==> src/rtl/alu_pkg.sv <==
// Shared ALU definitions: default datapath width, serial FSM states and a
// counter-width helper used by the bit-serial blocks.
package alu_pkg;

  localparam int ALU_WIDTH = 8;

  typedef enum logic [1:0] {
    IDLE,
    SHIFT,
    DONE
  } serial_state_t;

  // A bit counter needs at least one bit, even for a 1-bit datapath.
  function automatic int cnt_width(input int size);
    return (size > 1) ? $clog2(size) : 1;
  endfunction

endpackage

==> src/rtl/full_subtractor.sv <==
// 1-bit full-subtractor cell: d = x - y - bin, with borrow-out bout.
module full_subtractor (
  input  logic x,
  input  logic y,
  input  logic bin,
  output logic d,
  output logic bout
);

  assign d    = x ^ y ^ bin;
  assign bout = (~x & y) | (~(x ^ y) & bin);

endmodule

==> src/rtl/serial_subtractor.sv <==
// Bit-serial unsigned subtractor: result = {borrow, a - b}, one bit per clock,
// LSB first, through a single full-subtractor cell.
module serial_subtractor
  import alu_pkg::*;
#(
  parameter int SIZE = ALU_WIDTH
) (
  input  logic            clk,
  input  logic            rst,
  input  logic            in_valid,
  output logic            in_ready,
  input  logic [SIZE-1:0] a,
  input  logic [SIZE-1:0] b,
  output logic            out_valid,
  input  logic            out_ready,
  output logic [SIZE:0]   result,
  output logic            busy
);

  localparam int                CNT_W = cnt_width(SIZE);
  localparam logic [CNT_W-1:0]  LAST  = CNT_W'(SIZE - 1);

  serial_state_t   r_state;
  serial_state_t   w_next_state;
  logic [SIZE-1:0] r_a_sr;
  logic [SIZE-1:0] r_b_sr;
  logic [SIZE-1:0] r_diff;
  logic [SIZE-1:0] w_diff_next;
  logic [SIZE:0]   r_result;
  logic [CNT_W-1:0] r_count;
  logic            r_borrow;
  logic            w_d;
  logic            w_bout;
  logic            w_last;

  full_subtractor u_full_subtractor (
    .x    (r_a_sr[0]),
    .y    (r_b_sr[0]),
    .bin  (r_borrow),
    .d    (w_d),
    .bout (w_bout)
  );

  assign w_last = (r_count == LAST);

  // Written as shift-then-overwrite so the SIZE=1 case needs no special slice.
  always_comb begin
    w_diff_next           = r_diff >> 1;
    w_diff_next[SIZE-1]   = w_d;
  end

  // NOTE: sequential state uses non-blocking assignments so every flop samples
  // pre-edge values, independent of statement order.
  always_ff @(posedge clk) begin
    if (rst) r_state <= IDLE;
    else     r_state <= w_next_state;
  end

  // NOTE: every combinational output gets a default first, so no path leaves a
  // signal unassigned and no latch is inferred.
  always_comb begin
    w_next_state = r_state;
    case (r_state)
      IDLE:    if (in_valid)  w_next_state = SHIFT;
      SHIFT:   if (w_last)    w_next_state = DONE;
      DONE:    if (out_ready) w_next_state = IDLE;
      default:                w_next_state = IDLE;
    endcase
  end

  always_comb begin
    in_ready  = 1'b0;
    out_valid = 1'b0;
    busy      = 1'b0;
    case (r_state)
      IDLE:    in_ready  = 1'b1;
      SHIFT:   busy      = 1'b1;
      DONE: begin
        out_valid = 1'b1;
        busy      = 1'b1;
      end
      default: in_ready  = 1'b0;
    endcase
  end

  always_ff @(posedge clk) begin
    if (rst) begin
      r_a_sr   <= '0;
      r_b_sr   <= '0;
      r_diff   <= '0;
      r_result <= '0;
      r_count  <= '0;
      r_borrow <= 1'b0;
    end else begin
      case (r_state)
        IDLE: begin
          if (in_valid) begin
            r_a_sr   <= a;
            r_b_sr   <= b;
            r_count  <= '0;
            r_borrow <= 1'b0;
          end
        end
        SHIFT: begin
          r_a_sr   <= r_a_sr >> 1;
          r_b_sr   <= r_b_sr >> 1;
          r_diff   <= w_diff_next;
          r_borrow <= w_bout;
          r_count  <= r_count + 1'b1;
          // The published result only changes on the final bit, so it stays
          // stable through DONE and the following IDLE.
          if (w_last) r_result <= {w_bout, w_diff_next};
        end
        default: ;
      endcase
    end
  end

  assign result = r_result;

endmodule

==> config.mk <==
export PLATFORM = sky130hd
export DESIGN_NAME = serial_subtractor
export DESIGN_NICKNAME = d
export VERILOG_FILES = /design/src/rtl/alu_pkg.sv /design/src/rtl/full_subtractor.sv /design/src/rtl/serial_subtractor.sv
export SDC_FILE = /design/constraint.sdc
export NUM_CORES = 1
export LEC_CHECK = 0
export BUFFER_PORTS_ARGS = -buffer_cell sky130_fd_sc_hd__buf_2
export CELL_PAD_IN_SITES_DETAIL_PLACEMENT = 1
export CELL_PAD_IN_SITES_GLOBAL_PLACEMENT = 1
export CORE_ASPECT_RATIO = 1.2
export CORE_MARGIN = 2
export CORE_UTILIZATION = 38
export DETAILED_ROUTE_END_ITERATION = 12
export PLACE_DENSITY_LB_ADDON = 0.1
export SLEW_MARGIN = 20
export SYNTH_ARGS = -nofsm -noshare
export SYNTH_HDL_FRONTEND = slang
export SYNTH_SLANG_ARGS = --single-unit
export TNS_END_PERCENT = 50
==> constraint.sdc <==
create_clock -name clk -period 1.4 [get_ports clk]
set_input_delay 0.21 -clock clk [delete_from_list [all_inputs] [get_ports clk]]
set_output_delay 0.21 -clock clk [all_outputs]
set_load 0.01 [all_outputs]
After elaboration in Yosys (flattened, before gate mapping) --
Index checks and enable logic that the tools add are counted.
Cells by class: bitwise operators 7, eq/ne operators 6, shift operators 0, mux-type cells 15, magnitude comparators 0, multipliers 0, div/mod/pow operators 0, add/sub/neg operators 1, reduce and logical (&&, ||, !) cells 6
Operators with widths (count):
- $pmux 8 s2 | 2
- $mux 8 | 2
- $mux 2 | 3
- $ne 2x2->1 const B | 3
- $pmux 2 s3 | 1
- $pmux 3 s2 | 1
- $mux 1 | 4
- $reduce_and 2->1 | 2
- $add 3x1->3 const B | 1
- $eq 3x3->1 const B | 1
- $mux 3 | 1
- $reduce_and 3->1 | 1
- $and 1x1->1 | 2
- $eq 2x1->1 const B | 1
- $eq 2x2->1 const B | 1
- $logic_not 2->1 | 1
- $not 1->1 | 2
- $pmux 1 s2 | 1
- $reduce_bool 2->1 | 1
- $reduce_or 2->1 | 1
- $xor 1x1->1 | 2
- $or 1x1->1 | 1
Storage, ports and cells: word-level logic and storage cells 42, latch bits 0, register bits 39, memories kept 0, memory bits (read-only) 0, bits of input ports 20, RAM bits 0

Depth between registers and ports, before layout --
depth after elaboration 5, depth in mapped cells 7, depth with buffers taken out 5

Hierarchy --
From an unflattened synthesis, not the netlist that was laid out.
Unflattened totals: cells, all modules 175, area total of the unflattened synthesis 1751.7 um^2
By module, submodules not included:
- serial_subtractor | cells each 171, instances 1, area each 1720.4 um^2
- full_subtractor | cells each 4, instances 1, area each 31.3 um^2

Least setup slack after synthesis --
Ideal clock, no wire load.
path type register to register, from register r_state[0], to register r_a_sr[4], setup slack -0.153 ns, arrival 1.420 ns, required time 1.267 ns, period minus slack after synthesis 1.553 ns, stages on the path, launching flop included 8, setup time 0.133 ns, cells stage by stage dfxtp_1 > inv_1 > ha_1 > buf_6 > mux2_4 > buf_6 > nor2_1 > a211oi_2
Between the ends: word-level cells in the longest chain between the ends 3
Ends and longest elaborated chain:
- start: declaration | line serial_subtractor.sv:23 | serial_state_t r_state;
- start signal: assignment | line serial_subtractor.sv:56 | else r_state <= w_next_state;
- $eq 2x1->1 or $logic_not 2->1 (tied branches) | line serial_subtractor.sv:95 | case (r_state)
- $reduce_bool 2->1 (no line) or $ne 2x2->1 (tied branches)
- $reduce_and 2->1 (no line)
- end signal: assignment | line serial_subtractor.sv:105 | r_a_sr <= r_a_sr >> 1;
- end: declaration | line serial_subtractor.sv:25 | logic [SIZE-1:0] r_a_sr;
Parallel ways exist; a longest one is shown, timed or not. A chain may end at the register's enable or synchronous reset.

Worst setup path in the final report --
from register r_state[1], to register r_a_sr[7]
Same word-level chain as after synthesis.

==> results by group <==
STA
  • Max Slew Vio Count: 0
  • Slew HR: 0.6923
  • Final-report hold violation count: 0
  • RSZ-0062 raised after global routing: yes
  • Period utilization: 0.9834
  • Final setup TNS: 0 ns
  • Final hold slack: ~0.27 ns
  • F_max: 726.4 MHz
  • Clock skew: ~0.0085 ns
  • Crit path time final: between 1 and 1.5 ns
  • Least-Margin Pin Slew: around 0.46 ns
  • Final setup vio count: 0
  • Setup ws final: ~0.023 ns

Floorplan
  • Die H: ~78 µm
  • I/O pin total: 32
  • Initial Utilization: 0.4014
  • Row count: 26
  • Die X: roughly 66 µm
  • Core Area: approximately 4300 µm²
  • Total Die Area: between 5000 and 6000 µm²

Setup path
  • R2R setup slack: around 0.023 ns
  • Crit-path max FO: 8
  • Crit start category: flop
  • CP Capture Type: flop
  • Reg-to-Reg End: r_a_sr[7]$_SDFFE_PP0P_
  • Worst Path Arrival: about 1.6 ns
  • Cells along the critical path: inv_4 > ha_4 > buf_4 > and2b_2 > a31oi_1 > o32ai_1
  • CP required: roughly 1.6 ns
  • Crit path launch: r_state[1]$_SDFFE_PP0P_
  • CP endpoint: r_a_sr[7]$_SDFFE_PP0P_
  • Worst r2r path cells: 6
  • Worst r2r src: r_state[1]$_SDFFE_PP0P_
  • CP max stage cell: dfxtp_2
  • Crit Path Class: reg2reg
  • Largest stage delay on the critical path: about 0.37 ns

Power and ir drop
  • P_leak: about 0.89 nW
  • P_int: 2.301 mW
  • Max IR drop VDD: between 0.6 and 0.7 mV
  • Sw Share: 0.3330
  • Clk pwr share: 0.229
  • PwrDens: between 1500 and 2000 nW/µm²
  • Combinational share of power: 0.383
  • Sw Pwr: about 1.1 mW
  • Flop pwr share: 0.387

Placed design
  • Place WS: -0.1329 ns
  • HPWL after DPL: ~2.9 mm
  • Input/output buffers: 31
  • Global placement routability congestion: ~0.74

CTS
  • CTS buffer count: 5
  • Maximum buffer depth of the clock tree: 2
  • CTS H-tree depth: 2
  • CTS tree: yes
  • Hold bufs inserted after CTS: 0
  • Worst skew pair latency: slightly below 0.3 ns
  • Clock slew seen by the registers of the worst setup and hold paths: around 0.080 ns
  • Root Buffer: clkbuf_8
  • CTS sink cnt: 38

Route
  • TritonRoute pass-1 iters: 4
  • Vias per Instance: 5.181
  • Drt wl/cell: roughly 16 µm
  • Final ANT Viol Nets: 0
  • Drc violations: 0
  • Routed vias: about 1400
  • DR iter-0 viols: a little over 50
  • Final WL: 4.206 mm

Yosys
  • Post-Syn Area: 1737 µm²
  • Yosys cell types: 27
  • Cells after Synth: around 170
  • Post-synthesis sequential area ratio: 0.4380
  • FFs w/ async S/R, synth: 0
  • Post-synth EDFFs: 0
  • Mapped Nets: 200
  • Ys Warns: 0
  • Number of synthesized register bits: 38
  • Dominant synthesized flop cell: dfxtp_1
  • Avg Synthesized Cell Area: between 9 and 10 µm²

Global route
  • First-pass GRT wire length: 7.010 mm
  • Initial antenna violation count: 0
  • Largest net degree at the start of global routing: 24
  • Vias in the first global route: 1533
  • GRT Total Usage: 0.1791
  • GRT overflow: 0

Status
  • Outcome: completed

Hold path
  • HP Class: in2reg

Cells and area
  • Fill cell count: about 510
  • Layout cell share with drive strength beyond 1: 0.4065
  • Area Overhead vs Synth: 28.10%
  • Final net count: between 200 and 250
  • Most common cell after layout, fill and taps aside: dfxtp_1
  • Most frequent cells in the layout: dfxtp_1, buf_2, mux2i_1
  • Antenna Cells: 0

Flow run
  • # Max-Cap Violations: 0
[power by group through the flow]
stage	Clock, mW	Combinational, mW	Sequential (mW)
finish	0.791	1.32	1.34
global route	0.860	1.44	1.36
CTS	0.823	1.28	1.33
detailed placement	0	1.12	1.35
global placement	0	1.06	1.34
floorplan	0	0.914	1.32
[what timing repair did]
item | CTS | global route
pin swaps | 1 | 1
endpoints found under the hold margin | 0 | 0
resized for setup | 6 | 8
setup endpoints to repair | 35 | 23
setup buffers | 0 | 2
gates cloned | 2 | 1
[routing by layer]
layer / global-route usage / routed length, µm / vias to the layer above / share of wire
met1: 0.1890 / 1653 / 692 / 0.39
met4: 0.06250 / 60 / 0 / 0.014
met3: 0.04585 / 139 / 6 / 0.033
met2: 0.3343 / 2352 / 18 / 0.56
met5: 0 / 0 / - / 0
li1: - / - / 683 / -
[flip-flops by register name (all words and copies together), names as in the netlist]
register,count
r_b_sr,8
r_count,3
r_state,2
r_a_sr,8
result,9
r_borrow,1
r_diff,7
[worst min path at each step]
stage / end / cells past startpoint / from / slack [ns]
after floorplan: r_state[0]$_SDFFE_PP0P_ / 2 / rst / 0.38
after global placement: result[6]$_SDFFE_PP0P_ / 2 / result[6]$_SDFFE_PP0P_ / 0.44
after detailed placement: result[5]$_SDFFE_PP0P_ / 2 / result[5]$_SDFFE_PP0P_ / 0.45
after CTS: r_state[1]$_SDFFE_PP0P_ / 3 / out_ready / 0.25
after global routing: r_state[1]$_SDFFE_PP0P_ / 3 / out_ready / 0.27
final: r_state[1]$_SDFFE_PP0P_ / 3 / out_ready / 0.27
[synth_stat cells, drive strengths merged, types with 2 or more instances]
library cell  count  area (µm²)
a211oi           15       182.7
a21oi             9       45.04
a31oi             3       18.77
a32oi             3       26.28
and2b             2       17.52
buf              12       83.82
dfxtp            38       760.7
ha                5       62.56
inv               6       22.52
mux2i            23       230.2
nand2            18       67.56
nand2b            5       31.28
nor2             25       93.84
o32ai             2       17.52
[through the flow]
step	std cells	power (mW)	utilization	area (µm²)
after floorplan	174	2.236	-	1775
after global placement	257	2.399	0.4627	2002
after detailed placement	257	2.470	0.4627	2002
after CTS	267	3.438	0.5006	2166
after global routing	270	3.656	0.5142	2225
final	270	3.450	0.5142	2225
[cells by family (layout without fill, tap and decap cells)]
kind of cell,count (synthesis),after routing,share of synthesized area
AO/OA/AOI/OAI,34,34,0.1765
AND/OR/NAND/NOR,53,53,0.1333
flip-flops,38,38,0.4380
buffers and inverters,19,57,0.06339
adder cells (fa/ha/maj),6,6,0.04755
multiplexers,24,26,0.1412
[critical path, delay by kind of cell (launching register included)]
kind	cells	cell delay, ns
compound gates	2	0.30
fa+ha+maj	1	0.20
buf+inv	2	0.21
flops	1	0.37
simple gates	1	0.20
[layout make-up]
cell class | instances | area, µm² | share of cell area
clock buffer | 6 | 82.58 | 0.03712
inverter | 6 | 27.53 | 0.01237
sequential | 38 | 765.7 | 0.3442
multi-input combinational | 119 | 964.7 | 0.4336
tap | 56 | 70.07 | 0.03150
timing repair buffer | 43 | 301.5 | 0.1355
clock inverter | 2 | 12.51 | 0.005624
Note: power is estimated with default switching activity, not from simulation.
